`src/rtl/uart_rx_controller.sv`:
```
// 16x-oversampling UART receiver: 8 data bits, even parity, 1 stop bit, with an output buffer.
// Define UART_RX_FIFO_EN for a 4-entry FIFO; otherwise a single holding register is used.
module uart_rx_controller (
    input  logic       clk,
    input  logic       reset,
    input  logic       Rx_EN,
    input  logic [2:0] baud_select,
    input  logic       RxD,
    input  logic       Rx_READY,
    output logic [7:0] Rx_DATA,
    output logic       Rx_VALID,
    output logic       Rx_PERROR,
    output logic       Rx_FERROR,
    output logic       Rx_OVERRUN,
    output logic       Rx_sample_ENABLE
);
    // state  | meaning
    // IDLE   | waiting for a low line on a sample tick
    // START  | validating the start bit (false start returns to IDLE)
    // DATA   | shifting in 8 data bits, LSB first
    // PARITY | capturing the even-parity bit
    // STOP   | checking the stop bit; frame pushed at tick 9
    localparam logic [2:0] S_IDLE   = 3'd0;
    localparam logic [2:0] S_START  = 3'd1;
    localparam logic [2:0] S_DATA   = 3'd2;
    localparam logic [2:0] S_PARITY = 3'd3;
    localparam logic [2:0] S_STOP   = 3'd4;

    logic        r_rxd_meta, r_rxd_sync;
    logic [2:0]  r_baud;
    logic [13:0] r_div_cnt;
    logic        r_tick;
    logic [2:0]  r_state;
    logic [3:0]  r_tick_cnt;
    logic [2:0]  r_bit_idx;
    logic [7:0]  r_shift;
    logic        r_s7, r_s8, r_par;
    logic        r_valid, r_overrun;

    logic [2:0]  w_baud;
    logic [13:0] w_div_reload;
    logic [3:0]  w_cnt_next;
    logic        w_maj, w_push, w_pop, w_full, w_push_ok;
    logic [9:0]  w_frame, w_head;

    always_ff @(posedge clk or negedge reset) begin
        if (!reset) begin
            r_rxd_meta <= 1'b1;
            r_rxd_sync <= 1'b1;
        end else begin
            r_rxd_meta <= RxD;
            r_rxd_sync <= r_rxd_meta;
        end
    end

    // While idle the live code is used so a new rate applies to the very next reload.
    assign w_baud = (r_state == S_IDLE) ? baud_select : r_baud;

    always_comb begin
        w_div_reload = 14'd26;
        case (w_baud)
            3'd0: w_div_reload = 14'd10416;
            3'd1: w_div_reload = 14'd2603;
            3'd2: w_div_reload = 14'd650;
            3'd3: w_div_reload = 14'd325;
            3'd4: w_div_reload = 14'd162;
            3'd5: w_div_reload = 14'd80;
            3'd6: w_div_reload = 14'd53;
            default: w_div_reload = 14'd26;
        endcase
    end

    always_ff @(posedge clk or negedge reset) begin
        if (!reset) begin
            r_div_cnt <= 14'd0;
            r_tick    <= 1'b0;
        end else if (r_div_cnt == 14'd0) begin
            r_div_cnt <= w_div_reload;
            r_tick    <= 1'b1;
        end else begin
            r_div_cnt <= r_div_cnt - 14'd1;
            r_tick    <= 1'b0;
        end
    end

    assign w_cnt_next = r_tick_cnt + 4'd1;
    assign w_maj      = (r_s7 & r_s8) | (r_s7 & r_rxd_sync) | (r_s8 & r_rxd_sync);
    assign w_push     = Rx_EN && r_tick && (r_state == S_STOP) && (w_cnt_next == 4'd9);
    assign w_frame    = {r_shift, (^r_shift) ^ r_par, ~w_maj};

    always_ff @(posedge clk or negedge reset) begin
        if (!reset) begin
            r_state    <= S_IDLE;
            r_tick_cnt <= 4'd0;
            r_bit_idx  <= 3'd0;
            r_shift    <= 8'd0;
            r_s7       <= 1'b0;
            r_s8       <= 1'b0;
            r_par      <= 1'b0;
            r_baud     <= 3'd0;
        end else begin
            if (r_state == S_IDLE)
                r_baud <= baud_select;
            if (!Rx_EN) begin
                r_state <= S_IDLE;
            end else if (r_tick) begin
                r_tick_cnt <= w_cnt_next;
                if (w_cnt_next == 4'd7) r_s7 <= r_rxd_sync;
                if (w_cnt_next == 4'd8) r_s8 <= r_rxd_sync;
                case (r_state)
                    S_IDLE: begin
                        if (!r_rxd_sync) begin
                            r_state    <= S_START;
                            r_tick_cnt <= 4'd0;
                        end
                    end
                    S_START: begin
                        if (w_cnt_next == 4'd9 && w_maj) begin
                            r_state <= S_IDLE;
                        end else if (w_cnt_next == 4'd15) begin
                            r_state   <= S_DATA;
                            r_bit_idx <= 3'd0;
                        end
                    end
                    S_DATA: begin
                        if (w_cnt_next == 4'd9)
                            r_shift <= {w_maj, r_shift[7:1]};
                        if (w_cnt_next == 4'd15) begin
                            if (r_bit_idx == 3'd7) r_state <= S_PARITY;
                            r_bit_idx <= r_bit_idx + 3'd1;
                        end
                    end
                    S_PARITY: begin
                        if (w_cnt_next == 4'd9)  r_par   <= w_maj;
                        if (w_cnt_next == 4'd15) r_state <= S_STOP;
                    end
                    S_STOP: begin
                        if (w_cnt_next == 4'd9) r_state <= S_IDLE;
                    end
                    default: r_state <= S_IDLE;
                endcase
            end
        end
    end

    assign w_pop     = r_valid && Rx_READY;
    assign w_push_ok = w_push && (!w_full || w_pop);

`ifdef UART_RX_FIFO_EN
    logic [9:0] r_mem [0:3];
    logic [1:0] r_wr_ptr, r_rd_ptr;
    logic [2:0] r_count;

    assign w_full = (r_count == 3'd4);
    assign w_head = r_mem[r_rd_ptr];

    always_ff @(posedge clk or negedge reset) begin
        if (!reset) begin
            for (int i = 0; i < 4; i++) r_mem[i] <= 10'd0;
            r_wr_ptr <= 2'd0;
            r_rd_ptr <= 2'd0;
            r_count  <= 3'd0;
            r_valid  <= 1'b0;
        end else begin
            if (w_push_ok) begin
                r_mem[r_wr_ptr] <= w_frame;
                r_wr_ptr        <= r_wr_ptr + 2'd1;
            end
            if (w_pop)
                r_rd_ptr <= r_rd_ptr + 2'd1;
            r_count <= r_count + {2'b00, w_push_ok} - {2'b00, w_pop};
            // A freshly pushed entry becomes visible one clk after the push.
            r_valid <= (r_count - {2'b00, w_pop}) != 3'd0;
        end
    end
`else
    logic [9:0] r_hold;
    logic       r_full;

    assign w_full = r_full;
    assign w_head = r_hold;

    always_ff @(posedge clk or negedge reset) begin
        if (!reset) begin
            r_hold  <= 10'd0;
            r_full  <= 1'b0;
            r_valid <= 1'b0;
        end else begin
            if (w_push_ok)
                r_hold <= w_frame;
            if (w_push_ok)
                r_full <= 1'b1;
            else if (w_pop)
                r_full <= 1'b0;
            r_valid <= r_full && !w_pop;
        end
    end
`endif

    always_ff @(posedge clk or negedge reset) begin
        if (!reset)
            r_overrun <= 1'b0;
        else if (w_push && w_full && !w_pop)
            r_overrun <= 1'b1;
        else if (w_pop)
            r_overrun <= 1'b0;
    end

    assign Rx_DATA          = w_head[9:2];
    assign Rx_PERROR        = w_head[1];
    assign Rx_FERROR        = w_head[0];
    assign Rx_VALID         = r_valid;
    assign Rx_OVERRUN       = r_overrun;
    assign Rx_sample_ENABLE = r_tick;

endmodule
```
`config.mk`:
```
export PLATFORM = sky130hd
export DESIGN_NAME = uart_rx_controller
export DESIGN_NICKNAME = d
export VERILOG_FILES = /design/src/rtl/uart_rx_controller.sv
export SDC_FILE = /design/constraint.sdc
export NUM_CORES = 1
export LEC_CHECK = 0
export BUFFER_PORTS_ARGS = -buffer_cell sky130_fd_sc_hd__buf_4
export CORE_MARGIN = 5
export CORE_UTILIZATION = 40
export CTS_CLUSTER_SIZE = 20
export DETAILED_ROUTE_END_ITERATION = 10
export PLACE_DENSITY = 0.65
export SYNTH_ARGS = -nofsm -noshare
export SYNTH_HDL_FRONTEND = slang
export SYNTH_SLANG_ARGS = --single-unit
```
`constraint.sdc`:
```
create_clock -name clk -period 4.3 [get_ports clk]
set_clock_uncertainty 0.15 [all_clocks]
set_input_delay 0 -clock clk [delete_from_list [all_inputs] [get_ports clk]]
set_output_delay 0 -clock clk [all_outputs]
set_load 0.01 [all_outputs]
```
==> run summary <==
crit-path max FO - 10
Root Buffer Master - clkbuf_8
Seq pwr share - 0.605
top cells by area, synth - dfrtp_1, mux2_1, xnor2_1
port bufs - 20
Synth cell types - 55
Worst-Margin Slew - 0.686 ns
die extent in x - 94.5 um
Gate power share - 0.045
largest net degree at the start of global routing - 55
Max VDD drop - 0.000165 V
DP HPWL - 3630 um
data required time at the worst endpoint - 4.36 ns
leakage - 1.43 nW
Seq/Total Area, Yosys - 0.474
synth warn - 0
final setup violation count - 0
Power Total - 0.846 mW
RSZ-0062 raised after global routing - no
CTS Buffer Depth - 2
Syn Std Cell Area - 0.00286 mm^2
CP arrival - 2.53 ns
maximum clock frequency - 405 MHz
mean area per synthesized cell - 11.1 um^2
Synth area leader - dfrtp_1
Critical Path Source Type - flip-flop
Fin Setup TNS - 0 ns
io pins - 21
Placed Instances - 365
Switch Pwr - 0.202 mW
DRC errors left - 0
share of the clock period used by the worst path - 0.574
Final Util - 0.472
CTS tree - yes
Async SR Flop Fraction - 1.00
post-DR vias/cell - 5.04
vias in the first global route - 1889
core footprint - 0.00687 mm^2
final WL - 5070 um
EDFF count, synth - 0
status - finished clean
number of max-cap violations - 0
fillcell total - 643
first-pass GRT wire length - 9060 um
Final Hold Fails - 0
GPL Wtd Cong - 0.815
ANT nets after route - 0
clock power share - 0.350
multi-input logic area - 0.00140 mm^2
Power Internal - 0.644 mW
pins over their slew limit - 0
PwrDens - 261 mW/mm^2
Syn Nets - 273
via count - 1915
GRT Total Usage - 0.129
P&R area growth vs syn - 13.6%
area share of the largest cell type after synthesis - 0.456
GRT Residual Overflow - 0
Clk Latency, worst-skew pair - 0.32 ns
Mapped Cells - 257
HP Class - in2async
Seq cells post-synth - 54
maximum level of the CTS H-tree - 2
Final Instance Count excl. Fillers - 380
relative slew slack - 0.543
antenna violations before repair - 0
Setup CP Type - reg2reg
Avg WL per Cell - 13.3 um
initial core utilization - 0.416
Main synth FF type - dfrtp_1
Site Rows - 30
share of cells above drive strength 1 - 0.194
Tmin final - 2.47 ns
# Post-CTS Setup Buffers - 0
router iterations before antenna repair - 4
sequential cell area - 0.00135 mm^2
Hold WS - 0.117 ns
# diodes - 0
Sw Ratio - 0.239
clk slew on worst S/H paths - 0.10 ns
Crit. End Element - flip-flop
CTS buffer count - 5
clk sink count - 54
Nets - 299
Die ar. - 0.00893 mm^2
drt first-iter violations - 62
Die Height - 94.5 um
[sequential cells by signal (all words and copies together) (netlist names)]
signal            cells
Rx_OVERRUN            1
Rx_VALID              1
Rx_sample_ENABLE      1
r_baud                3
r_bit_idx             3
r_div_cnt            14
r_full                1
r_hold               10
r_par                 1
r_rxd_meta            1
r_rxd_sync            1
r_s7                  1
r_s8                  1
r_shift               8
r_state               3
r_tick_cnt            4
[final timing paths]
check                      slack (ns)           end     startpoint  cells past startpoint
hold / removal                   0.12  r_div_cnt[0]          reset                      2
hold reg to reg                  0.21    r_rxd_sync     r_rxd_meta                      0
min in group clk                 0.18    r_rxd_meta            RxD                      2
max in group asynchronous        3.43    r_state[2]          reset                      2
setup / recovery                 1.83     r_hold[3]  r_tick_cnt[0]                      5
setup reg to reg                 1.83     r_hold[3]  r_tick_cnt[0]                      5
[synthesized netlist by cell type (2+ instances only)]
master      n
dfrtp_1    52
nand2_1    26
xnor2_1    14
inv_1      12
mux2_1     11
nor2_1     11
mux2_2     10
o21ai_0    10
xor2_1     10
a21oi_1     9
ha_1        8
mux2i_1     7
nand3_1     7
buf_2       5
and2_1      4
nand4_1     4
nor2b_1     4
o211ai_1    4
nor3_1      3
a21boi_0    2
a31oi_1     2
and3_1      2
dfstp_2     2
inv_2       2
mux2i_2     2
nand3b_1    2
nor4_1      2
o2111ai_1   2
o22ai_1     2
[critical path: stages, from the launching register on]
cell and delay (ns):
dfrtp_1 0.47, ha_1 0.38, o211ai_1 0.16, a21oi_1 0.32
and3_1 0.50, mux2_1 0.37
[cell usage in the layout (no fill, tap or decap), types with 3 or more instances in the layout]
cell / count
nand3_1: 7
a21oi_1: 9
xor2_1: 10
ha_1: 8
inv_1: 12
mux2i_1: 7
and2_1: 4
mux2_2: 10
o21ai_0: 10
clkbuf_8: 5
mux2_1: 11
dfrtp_1: 52
nor2b_1: 4
xnor2_1: 14
nor3_1: 3
o211ai_1: 4
nand2_1: 26
clkinv_4: 3
nand4_1: 4
buf_4: 20
nor2_1: 11
dlygate4sd3_1: 7
[cell families (layout without fill, tap and decap cells)]
kind of cell             Yosys count  in the layout  share of synthesized area
AND/OR/NAND/NOR                   76             76                      0.149
flip-flops                        54             54                      0.474
AO/OA/AOI/OAI                     39             39                     0.0964
multiplexers                      31             31                      0.125
XOR/XNOR                          25             25                     0.0793
buffers and inverters             23             50                     0.0372
adder cells (fa/ha/maj)            9              9                     0.0390
[power by group through the flow]
| stage | Sequential (mW) | Combinational, mW | Clock (mW) |
|---|---|---|---|
| finish | 0.512 | 0.0380 | 0.296 |
| global route | 0.513 | 0.0427 | 0.331 |
| CTS | 0.512 | 0.0390 | 0.307 |
| detailed placement | 0.522 | 0.0339 | 0 |
| global placement | 0.522 | 0.0338 | 0 |
| floorplan | 0.522 | 0.0149 | 0 |
[metal layers]
layer	track usage	share of wire
met3	0.0359	0.041
met5	0	0
met2	0.202	0.45
met1	0.176	0.49
met4	0.0325	0.011
[area by class of cell]
class | instances | area share
clock buffers | 5 | 0.0212
multi-input cells | 180 | 0.430
well taps | 96 | 0.0370
repair buffers | 27 | 0.0679
clock inverters | 3 | 0.00810
flip-flops and latches | 54 | 0.417
inverters | 15 | 0.0181
[per-stage QoR]
step,setup WS (ns),cell area (um^2)
after floorplan,2.21,2860
after global placement,1.89,3080
after detailed placement,1.83,3080
after CTS,1.82,3240
after global routing,1.63,3240
final,1.83,3240
[timing repair]
item / CTS / global route
hold buffers: 7 / 0
hold endpoints to repair: 71 / 0
endpoints found under the setup margin: 0 / 0
gates resized for setup: 0 / 0
Note: power is estimated with default switching activity, not from simulation.
